<file path="src/rtl/cdb_pkg.sv">
// Shared CDB definitions: default widths, source index constants, bus struct,
// and the round-robin pointer advance helper.
package cdb_pkg;

  localparam int CDB_N_SRC  = 6;
  localparam int CDB_DATA_W = 32;
  localparam int CDB_TAG_W  = 4;
  localparam int CDB_SRC_W  = $clog2(CDB_N_SRC);

  typedef enum logic [CDB_SRC_W-1:0] {
    SRC_ADD1  = 3'd0,
    SRC_ADD2  = 3'd1,
    SRC_ADD3  = 3'd2,
    SRC_MULT1 = 3'd3,
    SRC_MULT2 = 3'd4,
    SRC_LS    = 3'd5
  } cdb_src_e;

  typedef struct packed {
    logic                  valid;
    logic [CDB_DATA_W-1:0] data;
    logic [CDB_TAG_W-1:0]  tag;
    logic [CDB_SRC_W-1:0]  src;
  } cdb_bus_t;

  // Pointer moves just past the winner, wrapping at n (need not be a power of 2).
  function automatic int unsigned rr_next(input int unsigned winner, input int unsigned n);
    return (winner == n - 1) ? 0 : winner + 1;
  endfunction

endpackage

</file>
<file path="src/rtl/cdb_arbiter_if.sv">
// Result-source handshake and CDB broadcast signals; master = execution units,
// slave = arbiter.
interface cdb_arbiter_if
  import cdb_pkg::*;
#(
  parameter int N_SRC  = CDB_N_SRC,
  parameter int DATA_W = CDB_DATA_W,
  parameter int TAG_W  = CDB_TAG_W
);
  localparam int SRC_W = $clog2(N_SRC);

  logic [N_SRC-1:0]        src_valid;
  logic [N_SRC*DATA_W-1:0] src_data;
  logic [N_SRC*TAG_W-1:0]  src_tag;
  logic [N_SRC-1:0]        src_ready;
  logic                    cdb_valid;
  logic [DATA_W-1:0]       cdb_data;
  logic [TAG_W-1:0]        cdb_tag;
  logic [SRC_W-1:0]        cdb_src;

  modport master (
    output src_valid, src_data, src_tag,
    input  src_ready, cdb_valid, cdb_data, cdb_tag, cdb_src
  );

  modport slave (
    input  src_valid, src_data, src_tag,
    output src_ready, cdb_valid, cdb_data, cdb_tag, cdb_src
  );

endinterface

</file>
<file path="src/rtl/cdb_arbiter_rr_pick.sv">
// Combinational round-robin picker: first set req bit at or after ptr, wrapping
// modulo N. Shared with RS issue selection.
module rr_pick #(
  parameter  int unsigned N  = 6,
  localparam int unsigned IW = $clog2(N)
) (
  input  logic [N-1:0]  req,
  input  logic [IW-1:0] ptr,
  output logic [N-1:0]  gnt,
  output logic [IW-1:0] idx
);

  logic        found;
  int unsigned j;

  always_comb begin
    gnt   = '0;
    idx   = '0;
    found = 1'b0;
    j     = 0;
    for (int unsigned k = 0; k < N; k++) begin
      j = 32'(ptr) + k;
      if (j >= N) j = j - N;
      if (!found && req[j]) begin
        found  = 1'b1;
        gnt[j] = 1'b1;
        idx    = IW'(j);
      end
    end
  end

endmodule

</file>
<file path="src/rtl/cdb_arbiter.sv">
// CDB transmit arbiter: one-entry hold register per source, round-robin grant,
// registered broadcast. `define CDB_LS_PRIO_EN gives source N_SRC-1 (LS) absolute priority.
module cdb_arbiter
  import cdb_pkg::*;
#(
  parameter int N_SRC  = CDB_N_SRC,
  parameter int DATA_W = CDB_DATA_W,
  parameter int TAG_W  = CDB_TAG_W
) (
  input  logic          clk,
  input  logic          rst,
  input  logic          flush,
  cdb_arbiter_if.slave  bus
);

  localparam int SRC_W = $clog2(N_SRC);
`ifdef CDB_LS_PRIO_EN
  localparam int unsigned LS = N_SRC - 1;
`endif

  logic [N_SRC-1:0]  hold_v;
  logic [DATA_W-1:0] hold_data [N_SRC];
  logic [TAG_W-1:0]  hold_tag  [N_SRC];
  logic [SRC_W-1:0]  rr_ptr;

  logic [N_SRC-1:0]  rr_gnt;
  logic [SRC_W-1:0]  rr_idx;
  logic [N_SRC-1:0]  grant;
  logic [SRC_W-1:0]  win_idx;
  logic              ptr_adv;
  logic [N_SRC-1:0]  ready;
  logic [N_SRC-1:0]  take;

  logic              cdb_valid_q;
  logic [DATA_W-1:0] cdb_data_q;
  logic [TAG_W-1:0]  cdb_tag_q;
  logic [SRC_W-1:0]  cdb_src_q;

  rr_pick #(.N(N_SRC)) u_pick (
    .req (hold_v),
    .ptr (rr_ptr),
    .gnt (rr_gnt),
    .idx (rr_idx)
  );

  always_comb begin
    grant   = rr_gnt;
    win_idx = rr_idx;
    ptr_adv = |rr_gnt;
`ifdef CDB_LS_PRIO_EN
    // LS overrides the round-robin choice and leaves the pointer where it was.
    if (hold_v[LS]) begin
      grant     = '0;
      grant[LS] = 1'b1;
      win_idx   = SRC_W'(LS);
      ptr_adv   = 1'b0;
    end
`endif
  end

  // A slot being granted this cycle can accept its next result at the same edge.
  assign ready         = {N_SRC{~rst & ~flush}} & (~hold_v | grant);
  assign take          = bus.src_valid & ready;
  assign bus.src_ready = ready;

  always_ff @(posedge clk) begin
    if (rst) begin
      hold_v      <= '0;
      rr_ptr      <= '0;
      cdb_valid_q <= 1'b0;
      cdb_data_q  <= '0;
      cdb_tag_q   <= '0;
      cdb_src_q   <= '0;
    end else if (flush) begin
      hold_v      <= '0;
      cdb_valid_q <= 1'b0;
    end else begin
      hold_v <= take | (hold_v & ~grant);
      if (|grant) begin
        cdb_valid_q <= 1'b1;
        cdb_data_q  <= hold_data[win_idx];
        cdb_tag_q   <= hold_tag[win_idx];
        cdb_src_q   <= win_idx;
        if (ptr_adv) rr_ptr <= SRC_W'(rr_next(32'(win_idx), N_SRC));
      end else begin
        cdb_valid_q <= 1'b0;
      end
    end
  end

  always_ff @(posedge clk) begin
    for (int unsigned i = 0; i < N_SRC; i++) begin
      if (take[i]) begin
        hold_data[i] <= bus.src_data[i*DATA_W +: DATA_W];
        hold_tag[i]  <= bus.src_tag[i*TAG_W +: TAG_W];
      end
    end
  end

  assign bus.cdb_valid = cdb_valid_q;
  assign bus.cdb_data  = cdb_data_q;
  assign bus.cdb_tag   = cdb_tag_q;
  assign bus.cdb_src   = cdb_src_q;

endmodule

</file>
<file path="src/flat_wrapper.sv">
// flat-port wrapper written by rule: the top's interface ports become plain ports
module cdb_arbiter_flat import cdb_pkg::*;
#(
  parameter int N_SRC  = CDB_N_SRC,
  parameter int DATA_W = CDB_DATA_W,
  parameter int TAG_W  = CDB_TAG_W
)
  (clk, rst, flush, bus_src_valid, bus_src_data, bus_src_tag, bus_src_ready, bus_cdb_valid, bus_cdb_data, bus_cdb_tag, bus_cdb_src);
  cdb_arbiter_if #(.N_SRC(N_SRC), .DATA_W(DATA_W), .TAG_W(TAG_W)) bus_i ();
  input  logic clk;
  input  logic rst;
  input  logic flush;
  input wire logic [$bits(bus_i.src_valid)-1:0] bus_src_valid;
  input wire logic [$bits(bus_i.src_data)-1:0] bus_src_data;
  input wire logic [$bits(bus_i.src_tag)-1:0] bus_src_tag;
  output wire logic [$bits(bus_i.src_ready)-1:0] bus_src_ready;
  output wire logic [$bits(bus_i.cdb_valid)-1:0] bus_cdb_valid;
  output wire logic [$bits(bus_i.cdb_data)-1:0] bus_cdb_data;
  output wire logic [$bits(bus_i.cdb_tag)-1:0] bus_cdb_tag;
  output wire logic [$bits(bus_i.cdb_src)-1:0] bus_cdb_src;
  assign bus_i.src_valid = bus_src_valid;
  assign bus_i.src_data = bus_src_data;
  assign bus_i.src_tag = bus_src_tag;
  assign bus_src_ready = bus_i.src_ready;
  assign bus_cdb_valid = bus_i.cdb_valid;
  assign bus_cdb_data = bus_i.cdb_data;
  assign bus_cdb_tag = bus_i.cdb_tag;
  assign bus_cdb_src = bus_i.cdb_src;
  cdb_arbiter #(.N_SRC(N_SRC), .DATA_W(DATA_W), .TAG_W(TAG_W)) u_core (.clk(clk), .rst(rst), .flush(flush), .bus(bus_i));
endmodule
</file>
<file path="config.mk">
export PLATFORM = sky130hd
export DESIGN_NAME = cdb_arbiter_flat
export DESIGN_NICKNAME = d
export VERILOG_FILES = /design/src/rtl/cdb_pkg.sv /design/src/rtl/cdb_arbiter_if.sv /design/src/rtl/cdb_arbiter_rr_pick.sv /design/src/rtl/cdb_arbiter.sv /design/src/flat_wrapper.sv
export SDC_FILE = /design/constraint.sdc
export NUM_CORES = 1
export LEC_CHECK = 0
export ABC_AREA = 1
export BUFFER_PORTS_ARGS = -buffer_cell sky130_fd_sc_hd__clkbuf_2
export CORE_MARGIN = 5
export CORE_UTILIZATION = 55
export DETAILED_ROUTE_END_ITERATION = 10
export GPL_TIMING_DRIVEN = 0
export PLACE_DENSITY = 0.87
export SYNTH_ARGS = -nofsm -noshare
export SYNTH_HDL_FRONTEND = slang
export SYNTH_SLANG_ARGS = --single-unit
</file>
<file path="constraint.sdc">
create_clock -name clk -period 6.6 [get_ports clk]
set_input_delay 0.66 -clock clk [delete_from_list [all_inputs] [get_ports clk]]
set_output_delay 0.66 -clock clk [all_outputs]
set_load 0.005 [all_outputs]
</file>
==> flow_summary.yaml <==
status:
  status: "completed"
synthesis:
  synthMuxAreaShare_pct: 0
  yosysSeqAreaShare_pct: 58.95
  synth_top_area_share_pct: 51.21
  synth-xor-area-share_pct: 0.4050
  synth_edf_count: 216
  synth-seq-cells: 265
  synth_area_leaders: "edfxtp_1, nand2_1, dfxtp_1, nand4_1, nand3_1"
  synth_compound_area_share_pct: 3.704
  synthCells: 1346
  synthAdderAreaFrac_pct: 1.679
  synth_simple_gate_area_share_pct: 26.73
  async_flop_share_pct: 0
  syn-num-nets: 1588
  ys_types: 42
  mappedNetlistArea_sq_um: 12670
  synth_top_family_by_area: "simple AND/OR/NAND/NOR gates"
  synth_top_area_cell: "edfxtp_1"
  syn_avg_cell_area_sq_um: 9.410
  yosys_warnings: 0
  synthFlopType: "edfxtp_1"
placement:
  hpwlAfterDp_um: 30720
  placedInstanceArea_sq_um: 14560
  gp_congestion: 0.9948
  detailedPlace.worstSlack_ps: 1654
  io_buffers: 269
cells_and_area:
  multi_input_area_sq_um: 4161
  ff_latch_area_sq_um: 7467
  diodes: 0
  nNetsFinal: 1894
  fill_cells: 1762
  final_cell_mix: "nand2_1, clkbuf_2, edfxtp_1, inv_1, nand3_1"
  syn2layout_area_growth_pct: 21.87
  final_area_sq_um: 15440
  layout_commonest_cell: "nand2_1"
  final_layout_size_suffix_gt1_share_pct: 26.36
setup_path:
  critical_path_required_ps: 5940
  cp.arrival_ps: 4590
  path_class: "reg -> out"
  cp-end-kind: "primary output"
  crit_fanout: 11
  start_kind: "register"
clock_tree:
  cts_root_buf: "clkbuf_16"
  cts_setup_buffers: 0
  cts.sinks: 265
  cts_buffers: 27
  clock_latency_ps: 550
  cts_tree: "done"
  cts_hold_buf: 0
  clockBufferDepth: 3
  cts.repair.resized: 0
  cts.htree.levels: 1
  cts.clk_slew.worst_paths_ps: 60
drt:
  vias: 10960
  viasPerCell: 5.600
  wl_per_cell_um: 20.49
  ant_nets: 0
  drc_errors: 0
  drt_iter0_markers: 1047
  wl_um: 40120
  dr.pass1.iters: 5
timing:
  rsz0062_at_grt: "no"
  clock_skew_ps: 10.71
  finalCritPeriodShare_pct: 79.48
  holdWs_ps: 281.2
  finalHoldViolCount: 0
  period_minus_slack_ps: 5246
  slew_viol_final: 0
  final.setup.worst_slack_ps: 1354
  maxSlewHeadroom_pct: 31.93
  max_freq_mhz: 190.6
  finalSetupViolations: 0
  worst_pin_slew_ps: 1016
grt:
  grt_max_degree: 31
  grt_overflow: 0
  antenna_found_initial: 0
  grt_pass1_vias: 10770
  grt_usage_pct: 29.97
  grt_pass1_wl_um: 60490
floorplanning:
  die-area_sq_um: 26160
  start_util_pct: 55.94
  core_sq_um: 22640
  die_h_um: 161.8
  die_w_um: 161.8
  io_pins: 271
  rows: 55
flow_run:
  cap_viol_max_count: 0
hold_path:
  min_path_type: "in -> reg"
==> cell families (layout without fill, tap and decap cells) <==
group / after synthesis / after routing
buffers and inverters: 249 / 576
AND/OR/NAND/NOR: 731 / 731
flip-flops: 265 / 265
XOR/XNOR: 5 / 5
AO/OA/AOI/OAI: 79 / 79
adder cells (fa/ha/maj): 17 / 17
==> registers in the layout (all words and copies together) (netlist names) <==
name and cells:
u_core.bus.cdb_data 32, u_core.bus.cdb_src 3, u_core.bus.cdb_tag 4, u_core.bus.cdb_valid 1
u_core.hold_data 192, u_core.hold_tag 24, u_core.hold_v 6, u_core.rr_ptr 3
==> final timing paths <==
check / endpoint / slack [ps] / depth (start not counted) / startpoint
worst max-delay path: bus_src_ready[4] / 1350 / 20 / u_core.rr_ptr[0]$_SDFFE_PP0P_
worst min-delay path: u_core.hold_data[5][22]$_DFFE_PP_ / 280 / 1 / bus_src_data[182]
worst max register to register: u_core.hold_data[0][27]$_DFFE_PP_ / 1570 / 22 / u_core.rr_ptr[0]$_SDFFE_PP0P_
worst min register to register: u_core.bus.cdb_src[2]$_SDFFE_PP0P_ / 480 / 2 / u_core.bus.cdb_src[2]$_SDFFE_PP0P_
==> per-stage QoR <==
step / setup TNS [ps] / cells / utilization (%)
2_1_floorplan: 0 / 1346 / -
3_3_place_gp: -80710 / 1900 / 63.47
3_5_place_dp: 0 / 1908 / 64.33
4_1_cts: 0 / 1958 / 68.18
5_1_grt: 0 / 1958 / 68.18
6_report: 0 / 1958 / 68.18
==> cell usage after synthesis (3+ instances only) <==
cell        n
a21oi_1    40
a21oi_2    11
a31oi_1     3
buf_2      42
buf_4       3
buf_6       8
clkbuf_1   27
dfxtp_1    49
edfxtp_1  216
ha_1       17
inv_1     156
inv_2       8
nand2_1   289
nand2_2    16
nand2_4     3
nand3_1   139
nand4_1   123
nor2_1    136
nor2_2     12
nor3_1      4
o21ai_0    14
o21ai_1     4
xor2_1      3
==> metal layers <==
layer | track usage, % | up-vias | part of all wire (%)
met4 | 9.381 | 0 | 3.4
met1 | 39.40 | 5082 | 39
met3 | 4.669 | 92 | 8.2
met5 | 0 | - | 0
li1 | - | 5166 | -
met2 | 51.66 | 624 | 49
==> critical path: stages (launching register included) <==
cell	delay, ps
dfxtp_1	570
inv_2	170
buf_2	250
ha_1	510
clkinv_1	310
ha_1	280
inv_1	50
ha_1	220
nand3_1	160
nand3b_1	120
nand2_1	90
nand2_1	70
nand2_1	60
nor2_2	220
nand2_1	190
o21ai_1	230
nand2_1	100
nand4_1	120
nand2_1	120
inv_1	90
clkbuf_2	110
==> final cells by class <==
class	instances	area share, %
multi-input combinational	832	26.96
sequential	265	48.37
timing repair buffer	277	9.711
clock buffer	39	4.863
clock inverter	11	0.7862
tap	285	2.310
buffer	82	2.902
inverter	167	4.093
Power is left out: the tool's default activity adds up to more than one toggle a clock period on the data nets, which glitch-free logic cannot reach.
